[src/rtl/mod_down_counter.sv]
// Programmable modulo down-counter/timer with prescaler, one-shot or periodic reload,
// and a small run/pause/done state machine. All outputs are registered.
module mod_down_counter #(
  parameter int unsigned MAX_COUNT = 12,
  parameter int unsigned WIDTH     = 4,
  parameter int unsigned PRESCALE  = 1,
  parameter int unsigned RELOAD    = 0
) (
  input  logic             clk_i,
  input  logic             rst_ni,
  input  logic             load_i,
  input  logic [WIDTH-1:0] load_val_i,
  input  logic             start_i,
  input  logic             pause_i,
  output logic [WIDTH-1:0] count_o,
  output logic             running_o,
  output logic             tc_o
);

  localparam int unsigned      PsW    = (PRESCALE > 1) ? $clog2(PRESCALE) : 1;
  localparam logic [WIDTH-1:0] MaxVal = WIDTH'(MAX_COUNT - 1);
  localparam logic [PsW-1:0]   PsLast = PsW'(PRESCALE - 1);

  typedef enum logic [1:0] {StIdle, StRun, StPaused, StDone} state_e;

  state_e           state_q, state_d;
  logic [WIDTH-1:0] count_q, count_d;
  logic [PsW-1:0]   ps_q, ps_d;
  logic             tc_q, tc_d;
  logic             advance;

  always_comb begin
    state_d = state_q;
    count_d = count_q;
    ps_d    = ps_q;
    tc_d    = 1'b0;
    advance = 1'b0;

    if (load_i) begin
      count_d = (load_val_i > MaxVal) ? MaxVal : load_val_i;
      ps_d    = '0;
      state_d = StIdle;
    end else begin
      unique case (state_q)
        StIdle, StDone: begin
          if (start_i) begin
            if (count_q == '0) begin
              state_d = StDone;
              tc_d    = 1'b1;
            end else begin
              state_d = StRun;
              ps_d    = '0;
            end
          end
        end
        StRun: begin
          if (pause_i) begin
            state_d = StPaused;
          end else begin
            advance = 1'b1;
          end
        end
        StPaused: begin
          // Resume counts in the release cycle so each paused cycle costs exactly one cycle.
          if (!pause_i) begin
            state_d = StRun;
            advance = 1'b1;
          end
        end
        default: state_d = StIdle;
      endcase

      if (advance) begin
        if (ps_q == PsLast) begin
          ps_d = '0;
          if (count_q == '0) begin
            count_d = MaxVal;
          end else begin
            count_d = count_q - WIDTH'(1);
            if (count_q == WIDTH'(1)) begin
              tc_d = 1'b1;
              if (RELOAD == 0) begin
                state_d = StDone;
              end
            end
          end
        end else begin
          ps_d = ps_q + PsW'(1);
        end
      end
    end
  end

  always_ff @(posedge clk_i or negedge rst_ni) begin
    if (!rst_ni) begin
      state_q <= StIdle;
      count_q <= '0;
      ps_q    <= '0;
      tc_q    <= 1'b0;
    end else begin
      state_q <= state_d;
      count_q <= count_d;
      ps_q    <= ps_d;
      tc_q    <= tc_d;
    end
  end

  assign count_o   = count_q;
  assign running_o = (state_q == StRun);
  assign tc_o      = tc_q;

endmodule

[config.mk]
export PLATFORM = sky130hd
export DESIGN_NAME = mod_down_counter
export DESIGN_NICKNAME = d
export VERILOG_FILES = /design/src/rtl/mod_down_counter.sv
export SDC_FILE = /design/constraint.sdc
export NUM_CORES = 1
export LEC_CHECK = 0
export ABC_AREA = 1
export CAP_MARGIN = 0
export CORE_AREA = 8 8 45 47
export CTS_CLUSTER_DIAMETER = 60
export DETAILED_ROUTE_END_ITERATION = 10
export DIE_AREA = 0 0 53 55
export PLACE_DENSITY = 0.77
export SLEW_MARGIN = 30
export SYNTH_ARGS = -nofsm -noshare
export SYNTH_HDL_FRONTEND = slang
export SYNTH_SLANG_ARGS = --single-unit
[constraint.sdc]
create_clock -name clk_i -period 1.4 [get_ports clk_i]
set_input_delay 0.21 -clock clk_i [delete_from_list [all_inputs] [get_ports clk_i]]
set_output_delay 0.21 -clock clk_i [all_outputs]
set_load 0.02 [all_outputs]
==> impl_results.md, run 1 <==
* Final period utilization at 93.6%
* Starting DRC count in detailed routing at 20
* ANT nets after route at 0
* Compound-Gate Fraction of Synth Area at 9.40%
* Hold Path Class: input port to asynchronous set/reset pin
* Worst vdd ir at 804 µV
* Ys async rst share at 100%
* Via count at 543
* H-tree lvl count at 1
* Post-Synth XOR/XNOR Area at 1.61%
* Vias in the first global route at 501
* Layout cells sized above 1 at 23.2%
* Pwr per Cell Area at 1230 nW/µm²
* Slew Limit Headroom at 80.2%
* Ant diodes at 0
* Largest net degree at the start of global routing at 8
* CP Data Required Time at 1.57 ns
* Fillers at 132
* Post-synth EDFFs at 0
* Max_cap viols at 0
* Clk sinks at 7
* Final setup vio count at 0
* Clock transition at path regs at 0.05 ns
* Sw Ratio at 40.7%
* Drt drc at 0
* LEAKAGE at 0.428 nW
* Detailed Route WL at 1270 µm
* Routability cong. at 0.815
* Actual slew at the worst max-slew pin at 0.296 ns
* Worst Setup SP: state_q[0]
* FMAX at 0.763 GHz
* Simple-Gate Fraction of Synth Area at 38.1%
* Fin crit period at 1.31 ns
* Worst flop-to-flop path startpoint: state_q[0]
* Logic pwr share at 52.3%
* NetSw at 0.000391 W
* Register Area at 175 µm²
* Wire per inst at 11.1 µm
* Hold slack at 0.211 ns
* Clock Tree Buf Depth at 2
* Total power at 0.000959 W
* Core area at 1380 µm²
* P_int at 0.000569 W
* Final nets at 113
* Antenna violations before repair at 0
* Io pins at 15
* Synth unique cells at 18
* Sequential cell area fraction in the yosys report at 32.1%
* Row cnt at 14
* Yosys warning count at 0
* CP Launch Type: register
* Top FF cell, synth: dfrtp_1
* CP max FO at 5
* Die ar. at 2920 µm²
* Adder-Cell Fraction of Synth Area at 9.17%
* DR vias/cell at 4.72
* Worst-Skew Late Latency at 0.25 ns
* Final slew viol count at 0
* Die Width at 53 µm
* Clock power share at 18.6%
* Status: completed
* CTS Buf Count at 3
* Tot GR Track Use at 8.78%
* DIE HEIGHT at 55 µm
* Root Driver: clkbuf_4
* Synthesized area at 546 µm²
* Total gr overflow at 0
* Largest family of logic cells by synthesized area: simple AND/OR/NAND/NOR gates
* Worst path arrival time at 1.48 ns
* Multi-input gate area at 334 µm²
* Crit end category: register
* Detail Placement HPWL at 988 µm
* Mapped Nets at 89
* Area Overhead vs Synth at 43.1%
* Post-Syn Instances at 76
* Initial core utilization at 39.4%
* Sequential power share at 29.2%
* Router iterations before antenna repair at 4
* Final Hold Viols at 0
* Post-synthesis register bit count at 7
* Type of the worst setup path: register to register
* Clock Skews at 0.00118 ns
* CTS tree: done
* Avg Cell Area, Syn at 7.18 µm²
* PortBufs at 14
* First-pass GRT wire length at 1940 µm
* Post-synthesis mux area share at 0%
## final timing paths
kind,to,slack (ns),cells past startpoint
hold reg to reg,count_o[3],0.57,2
setup reg to reg,count_o[2],0.09,7
hold / removal,count_o[3],0.21,1
min in group clk_i,count_o[3],0.57,2
max in group asynchronous,state_q[1],0.96,1
setup / recovery,count_o[2],0.09,7
## layout make-up
type	count	area share [%]
flip-flops and latches	7	22.4
clock buffers	4	3.37
well taps	16	2.56
repair buffers	19	21.8
inverters	14	7.05
multi-input cells	55	42.8
## routing by layer
| metal | global-route usage (%) | part of all wire, % | vias up |
|---|---|---|---|
| met4 | 1.29 | 0 | 0 |
| met1 | 9.23 | 42 | 249 |
| li1 | - | - | 281 |
| met5 | 0 | 0 | - |
| met2 | 15.4 | 52 | 13 |
| met3 | 4.81 | 5.7 | 0 |
## kinds of logic (layout without fill, tap and decap cells)
kind of cell,Yosys count,after routing
adders and majority gates,4,4
and+or+nand+nor,42,42
AOI/OAI and AO/OA,8,8
buffers and inverters,14,37
xor gates and xnor gates,1,1
DFF,7,7
## cell usage after synthesis, types with 3 or more instances
master,number,area share [%]
inv_1,11,7.6
nand3_1,4,3.7
nand2_1,23,16
nand3_2,3,5.5
ha_1,4,9.2
nor2_1,6,4.1
dfrtp_1,7,32
o21ai_0,3,2.8
## repair_timing
item,in CTS,in global routing
buffers inserted,0,1
pin swaps,0,1
hold buffers,0,0
setup endpoints to repair,5,5
gates resized for setup,7,5
## cells in the final DEF, fill, tap and decap left out, drive strengths merged
master and instances:
nand2 23, inv 13, nor2 10, clkdlybuf4s50 8, dfrtp 7, nand3 7
buf 6, o21ai 5, dlygate4sd2 4, ha 4, clkbuf 4, a21oi 3
nand4 1, xor2 1, clkinv 1, nand3b 1, dlymetal6s2s 1
## through the flow
stage | area [µm²] | utilization (%) | worst slack (ns) | TNS (ns) | instances
after floorplan | 546 | - | 0.101 | 0 | 76
after global placement | 736 | 53.2 | -0.00674 | -0.00674 | 110
after detailed placement | 736 | 53.2 | -0.0462 | -0.0462 | 110
after CTS | 758 | 54.8 | 0.0216 | 0 | 114
after global routing | 781 | 56.4 | -0.0278 | -0.0337 | 115
final | 781 | 56.4 | 0.0897 | 0 | 115
## state kept, by name, summed over array words and instances, names as in the netlist
signal   cells
tc_o         1
count_o      4
state_q      2
## worst max-delay path, stage by stage (launching register included)
cell and delay, ns:
dfrtp_1 0.38, inv_1 0.12, ha_4 0.23, nor2_4 0.16
nor2_4 0.07, inv_4 0.10, nor2_2 0.05, a21oi_2 0.13
## power groups by stage
stage,Sequential (W),Clock [W],Combinational (W)
after floorplan,0.000333,0,0.000248
after global placement,0.000282,0,0.000486
after detailed placement,0.000284,0,0.000497
final,0.000280,0.000178,0.000501
after global routing,0.000285,0.000204,0.000557
after CTS,0.000280,0.000184,0.000474
Note: power is estimated with default switching activity, not from simulation.
==> run 2, diff against run 1 <==
- SKIP_CTS_REPAIR_TIMING: not set -> 1
- SLEW_MARGIN: 30 -> 0
==> run 2 against run 1 <==
Against the previous run:
- non-clock buffer count decreased by 1
- first-iteration DRC count decreased by 30%
- via count decreased by 1.3%
- die area unchanged
- sequential power about the same
- total power increased by 0.31%
- core utilization increased by 0.72 points
- wire length decreased by 2.9%
- global-route usage unchanged
- maximum frequency increased by 0.42%
- flip-flop and latch count unchanged
- largest cell class unchanged
- highest routed layer unchanged
==> impl_results.md, run 2 (same netlist as run 1, synthesis figures left out) <==
* Layout cells sized above 1 at 23.5%
* Total gr overflow at 0
* Root Driver: clkbuf_4
* Critical path's slowest cell: dfrtp_1
* Max_cap viols at 0
* Initial core utilization at 39.4%
* Die Width at 53 µm
* Hold Path Class: input port to asynchronous set/reset pin
* Final setup vio count at 0
* Ant diodes at 0
* CP max stage delay at 0.38 ns
* Crit path buf inv count at 2
* Tot GR Track Use at 8.78%
* Via count at 536
* Clock Tree Buf Depth at 2
* Detailed Route WL at 1240 µm
* Crit path max-delay family: flip-flops
* Crit end category: register
* Worst path arrival time at 1.47 ns
* Critical path depth at 7
* FMAX at 0.766 GHz
* ANT nets after route at 0
* DP Area at 736 µm²
* Clock transition at path regs at 0.05 ns
* Wire per inst at 10.8 µm
* Core area at 1380 µm²
* First-pass GRT wire length at 1940 µm
* Slew Limit Headroom at 79.8%
* Largest net degree at the start of global routing at 8
* Router iterations before antenna repair at 4
* Final slew viol count at 0
* RSZ-0062 raised after global routing: false
* CP max FO at 5
* Final nets at 112
* Largest register FFs at 4
* R2R cell count at 7
* Worst reg2reg path endpoint: count_o[2]
* Worst vdd ir at 788 µV
* Final period utilization at 93.2%
* Drt drc at 0
* DR vias/cell at 4.70
* Flop-to-flop setup slack at 0.1 ns
* Commonest non-fill, non-tap cell in the layout: nand2_1
* Most frequent cells in the layout: nand2_1 (23), inv_1 (11), clkdlybuf4s50_1 (8)
* Fin cells at 114
* Clock Skews at 0.00110 ns
* Area Overhead vs Synth at 45.0%
* Io pins at 15
* Worst Setup SP: state_q[0]
* Status: completed
* Crit-path cells: inv_1 -> ha_4 -> nor2_4 -> nor2_4 -> inv_4 -> nor2_2 -> a21oi_2
* Fin crit period at 1.30 ns
* DIE HEIGHT at 55 µm
* CP Data Required Time at 1.57 ns
* Row cnt at 14
* Vias in the first global route at 501
* Starting DRC count in detailed routing at 14
* H-tree lvl count at 1
* Worst-Skew Late Latency at 0.24 ns
* Crit-path most repeated cell: nor2_4
* CP endpoint: count_o[2]
* Pwr per Cell Area at 1220 nW/µm²
* Die ar. at 2920 µm²
* Fillers at 128
* CTS Buf Count at 3
* Detail Placement HPWL at 988 µm
* Type of the worst setup path: register to register
* Actual slew at the worst max-slew pin at 0.302 ns
* Clk sinks at 7
* Placed cells at 110
* CP Launch Type: register
* Worst flop-to-flop path startpoint: state_q[0]
* Antenna violations before repair at 0
* CTS tree: done
* Total power at 0.000962 W
* LEAKAGE at 0.453 nW
* Routability cong. at 0.815
* PortBufs at 14
* Fin area at 791 µm²
* Final Hold Viols at 0
run 2: cell types whose count changed in the layout (fill, tap and decap cells not counted):
cell            delta
dlygate4sd2_1      -4
buf_4              -1
ha_2               +1
dlymetal6s2s_1     +4
ha_1               -1
buf_2              -1
clkbuf_2           +1
run 2: routing by layer:
layer	global-route usage, %	up-vias	wire length [µm]
met5	0	-	0
met4	1.29	0	0
met3	4.81	0	72
met2	15.4	12	651
met1	9.23	243	512
li1	-	281	-
run 2: how the worst min path moves through the flow:
stage	startpoint	endpoint	slack [ns]	cells after the start
floorplan	rst_ni	count_o[0]	-0.09	0
global placement	rst_ni	tc_o	0.48	1
detailed placement	rst_ni	tc_o	0.48	1
CTS	rst_ni	count_o[3]	0.21	1
global route	rst_ni	tc_o	0.24	1
finish	rst_ni	count_o[3]	0.22	1
run 2: final cells by class:
class / count / area (µm²) / share of cell area, %
clock buffer: 4 / 26.3 / 3.32
inverter: 14 / 55.1 / 6.96
multi-input combinational: 55 / 337 / 42.6
sequential: 7 / 175 / 22.2
tap: 16 / 20.0 / 2.53
timing repair buffer: 18 / 178 / 22.5
run 2: power breakdown:
part	switching (W)	internal, W
Clock	0.0000670	0.000108
Sequential	0.0000356	0.000245
Combinational	0.000280	0.000226
run 2: through the flow:
stage	setup slack [ns]	util (%)	hold slack (ns)	setup TNS [ns]
after floorplan	0.101	-	-0.0856	0
after global placement	-0.00674	53.2	0.481	-0.00674
after global routing	0.0190	57.1	0.238	0
after detailed placement	-0.0462	53.2	0.483	-0.0462
final	0.0952	57.1	0.217	0
after CTS	-0.317	55.1	0.215	-0.600
==> run 3, diff against run 2 <==
- TNS_END_PERCENT: not set -> 50
==> run 3 against run 2 <==
Against the previous run:
- global-route usage stayed put
- first-iteration DRC count is 36% lower
- clock skew hardly changed
- wire length is 1.4% lower
- sequential share of layout area hardly changed
- critical path depth is 4 lower
- sequential power hardly changed
- count of clock-buffer cells in the layout stayed put
- worst hold slack hardly changed
- register-to-register slack hardly changed
- critical endpoint is now running_o
==> impl_results.md, run 3 (same netlist as run 1, synthesis figures left out) <==
* Routability cong. at 0.815
* Clock Tree Buf Depth at 2
* FMAX at 0.741 GHz
* Via count at 542
* Router iterations before antenna repair at 4
* Root Driver: clkbuf_4
* R2R cell count at 7
* CTS tree: done
* Max_cap viols at 0
* PortBufs at 14
* Hold slack at 0.217 ns
* Starting DRC count in detailed routing at 9
* Drt drc at 0
* Worst path arrival time at 1.14 ns
* Layout cells sized above 1 at 21.4%
* Crit end category: output pin
* CP max FO at 3
* Clock transition at path regs at 0.05 ns
* Hold Path Class: input port to asynchronous set/reset pin
* Wire per inst at 10.7 µm
* Final slew viol count at 0
* DIE HEIGHT at 55 µm
* CP max stage delay at 0.41 ns
* Ant diodes at 0
* Worst flop-to-flop path startpoint: state_q[0]
* ANT nets after route at 0
* Final nets at 112
* Clock Skews at 0.00110 ns
* H-tree lvl count at 1
* Commonest non-fill, non-tap cell in the layout: nand2_1
* Area Overhead vs Synth at 45.2%
* Row cnt at 14
* Clk sinks at 7
* Total gr overflow at 0
* First-pass GRT wire length at 1940 µm
* Largest register FFs at 4
* Pwr per Cell Area at 1210 nW/µm²
* Worst-Skew Late Latency at 0.24 ns
* Critical path's slowest cell: dfrtp_1
* Most frequent cells in the layout: nand2_1 (23), inv_1 (11), clkdlybuf4s50_1 (8)
* Core Util, Final at 57.2%
* Detailed Route WL at 1220 µm
* Tot GR Track Use at 8.78%
* Die ar. at 2920 µm²
* Actual slew at the worst max-slew pin at 0.302 ns
* CP Launch Type: register
* Final setup vio count at 0
* Type of the worst setup path: register to output pin
* CP Data Required Time at 1.19 ns
* Die Width at 53 µm
* CTS Buf Count at 3
* Crit-path cells: inv_1 -> ha_1 -> dlymetal6s2s_1
* Largest net degree at the start of global routing at 8
* Total power at 0.000961 W
* Worst vdd ir at 790 µV
* Status: completed
* Final Hold Viols at 0
* Flop-to-flop setup slack at 0.09 ns
* Fin crit period at 1.35 ns
* Antenna violations before repair at 0
* Final period utilization at 96.4%
* RSZ-0062 raised after global routing: true
* Worst reg2reg path endpoint: count_o[2]
* Core area at 1380 µm²
* Io pins at 15
* LEAKAGE at 0.467 nW
* DR vias/cell at 4.75
* Detail Placement HPWL at 988 µm
* Slew Limit Headroom at 79.8%
* Initial core utilization at 39.4%
* Vias in the first global route at 501
-- run 3: cell types whose count changed in the layout (fill, tap and decap cells not counted), sizes merged --
cell	before	now
dlymetal6s2s	5	6
clkbuf	5	4
-- run 3: stage by stage --
step                std cells  setup slack [ns]  instance area [µm²]  setup TNS, ns
finish                    114            0.0503                  792              0
global route              114           -0.0251                  792        -0.0251
CTS                       114            -0.317                  762         -0.600
detailed placement        110           -0.0462                  736        -0.0462
global placement          110          -0.00674                  736       -0.00674
floorplan                  76             0.101                  546              0
-- run 3: metal layers --
layer	wire length (µm)	global-route usage (%)	up-vias
met5	0	0	-
met2	625	15.4	12
met4	0	1.29	0
met1	530	9.23	248
met3	63	4.81	0
li1	-	-	282
-- run 3: power breakdown --
part / internal (W) / switching (W)
Combinational: 0.000227 / 0.000278
Clock: 0.000108 / 0.0000670
Sequential: 0.000245 / 0.0000360
Total: 0.000581 / 0.000381
-- run 3: worst max path at each step --
stage / start / slack [ns] / to / depth (start not counted)
after CTS: state_q[1] / -0.32 / running_o / 3
after global routing: state_q[1] / -0.03 / running_o / 3
after detailed placement: state_q[1] / -0.05 / running_o / 3
after global placement: state_q[1] / -0.007 / running_o / 3
after floorplan: count_o[0] / 0.10 / state_q[0] / 7
final: state_q[1] / 0.05 / running_o / 3
-- run 3: final cells by class --
class / instances / area [µm²]
fill: 130 / 592
multi-input combinational: 55 / 333
timing repair buffer: 18 / 185
sequential: 7 / 175
inverter: 14 / 52.6
clock buffer: 4 / 26.3
tap: 16 / 20.0
-- run 3: worst max-delay path: cells and delay by family, from the launching register on --
| kind | cells | cell delay [ns] |
|---|---|---|
| buffers and inverters | 2 | 0.33 |
| adder cells (fa/ha/maj) | 1 | 0.16 |
| flip-flops | 1 | 0.41 |
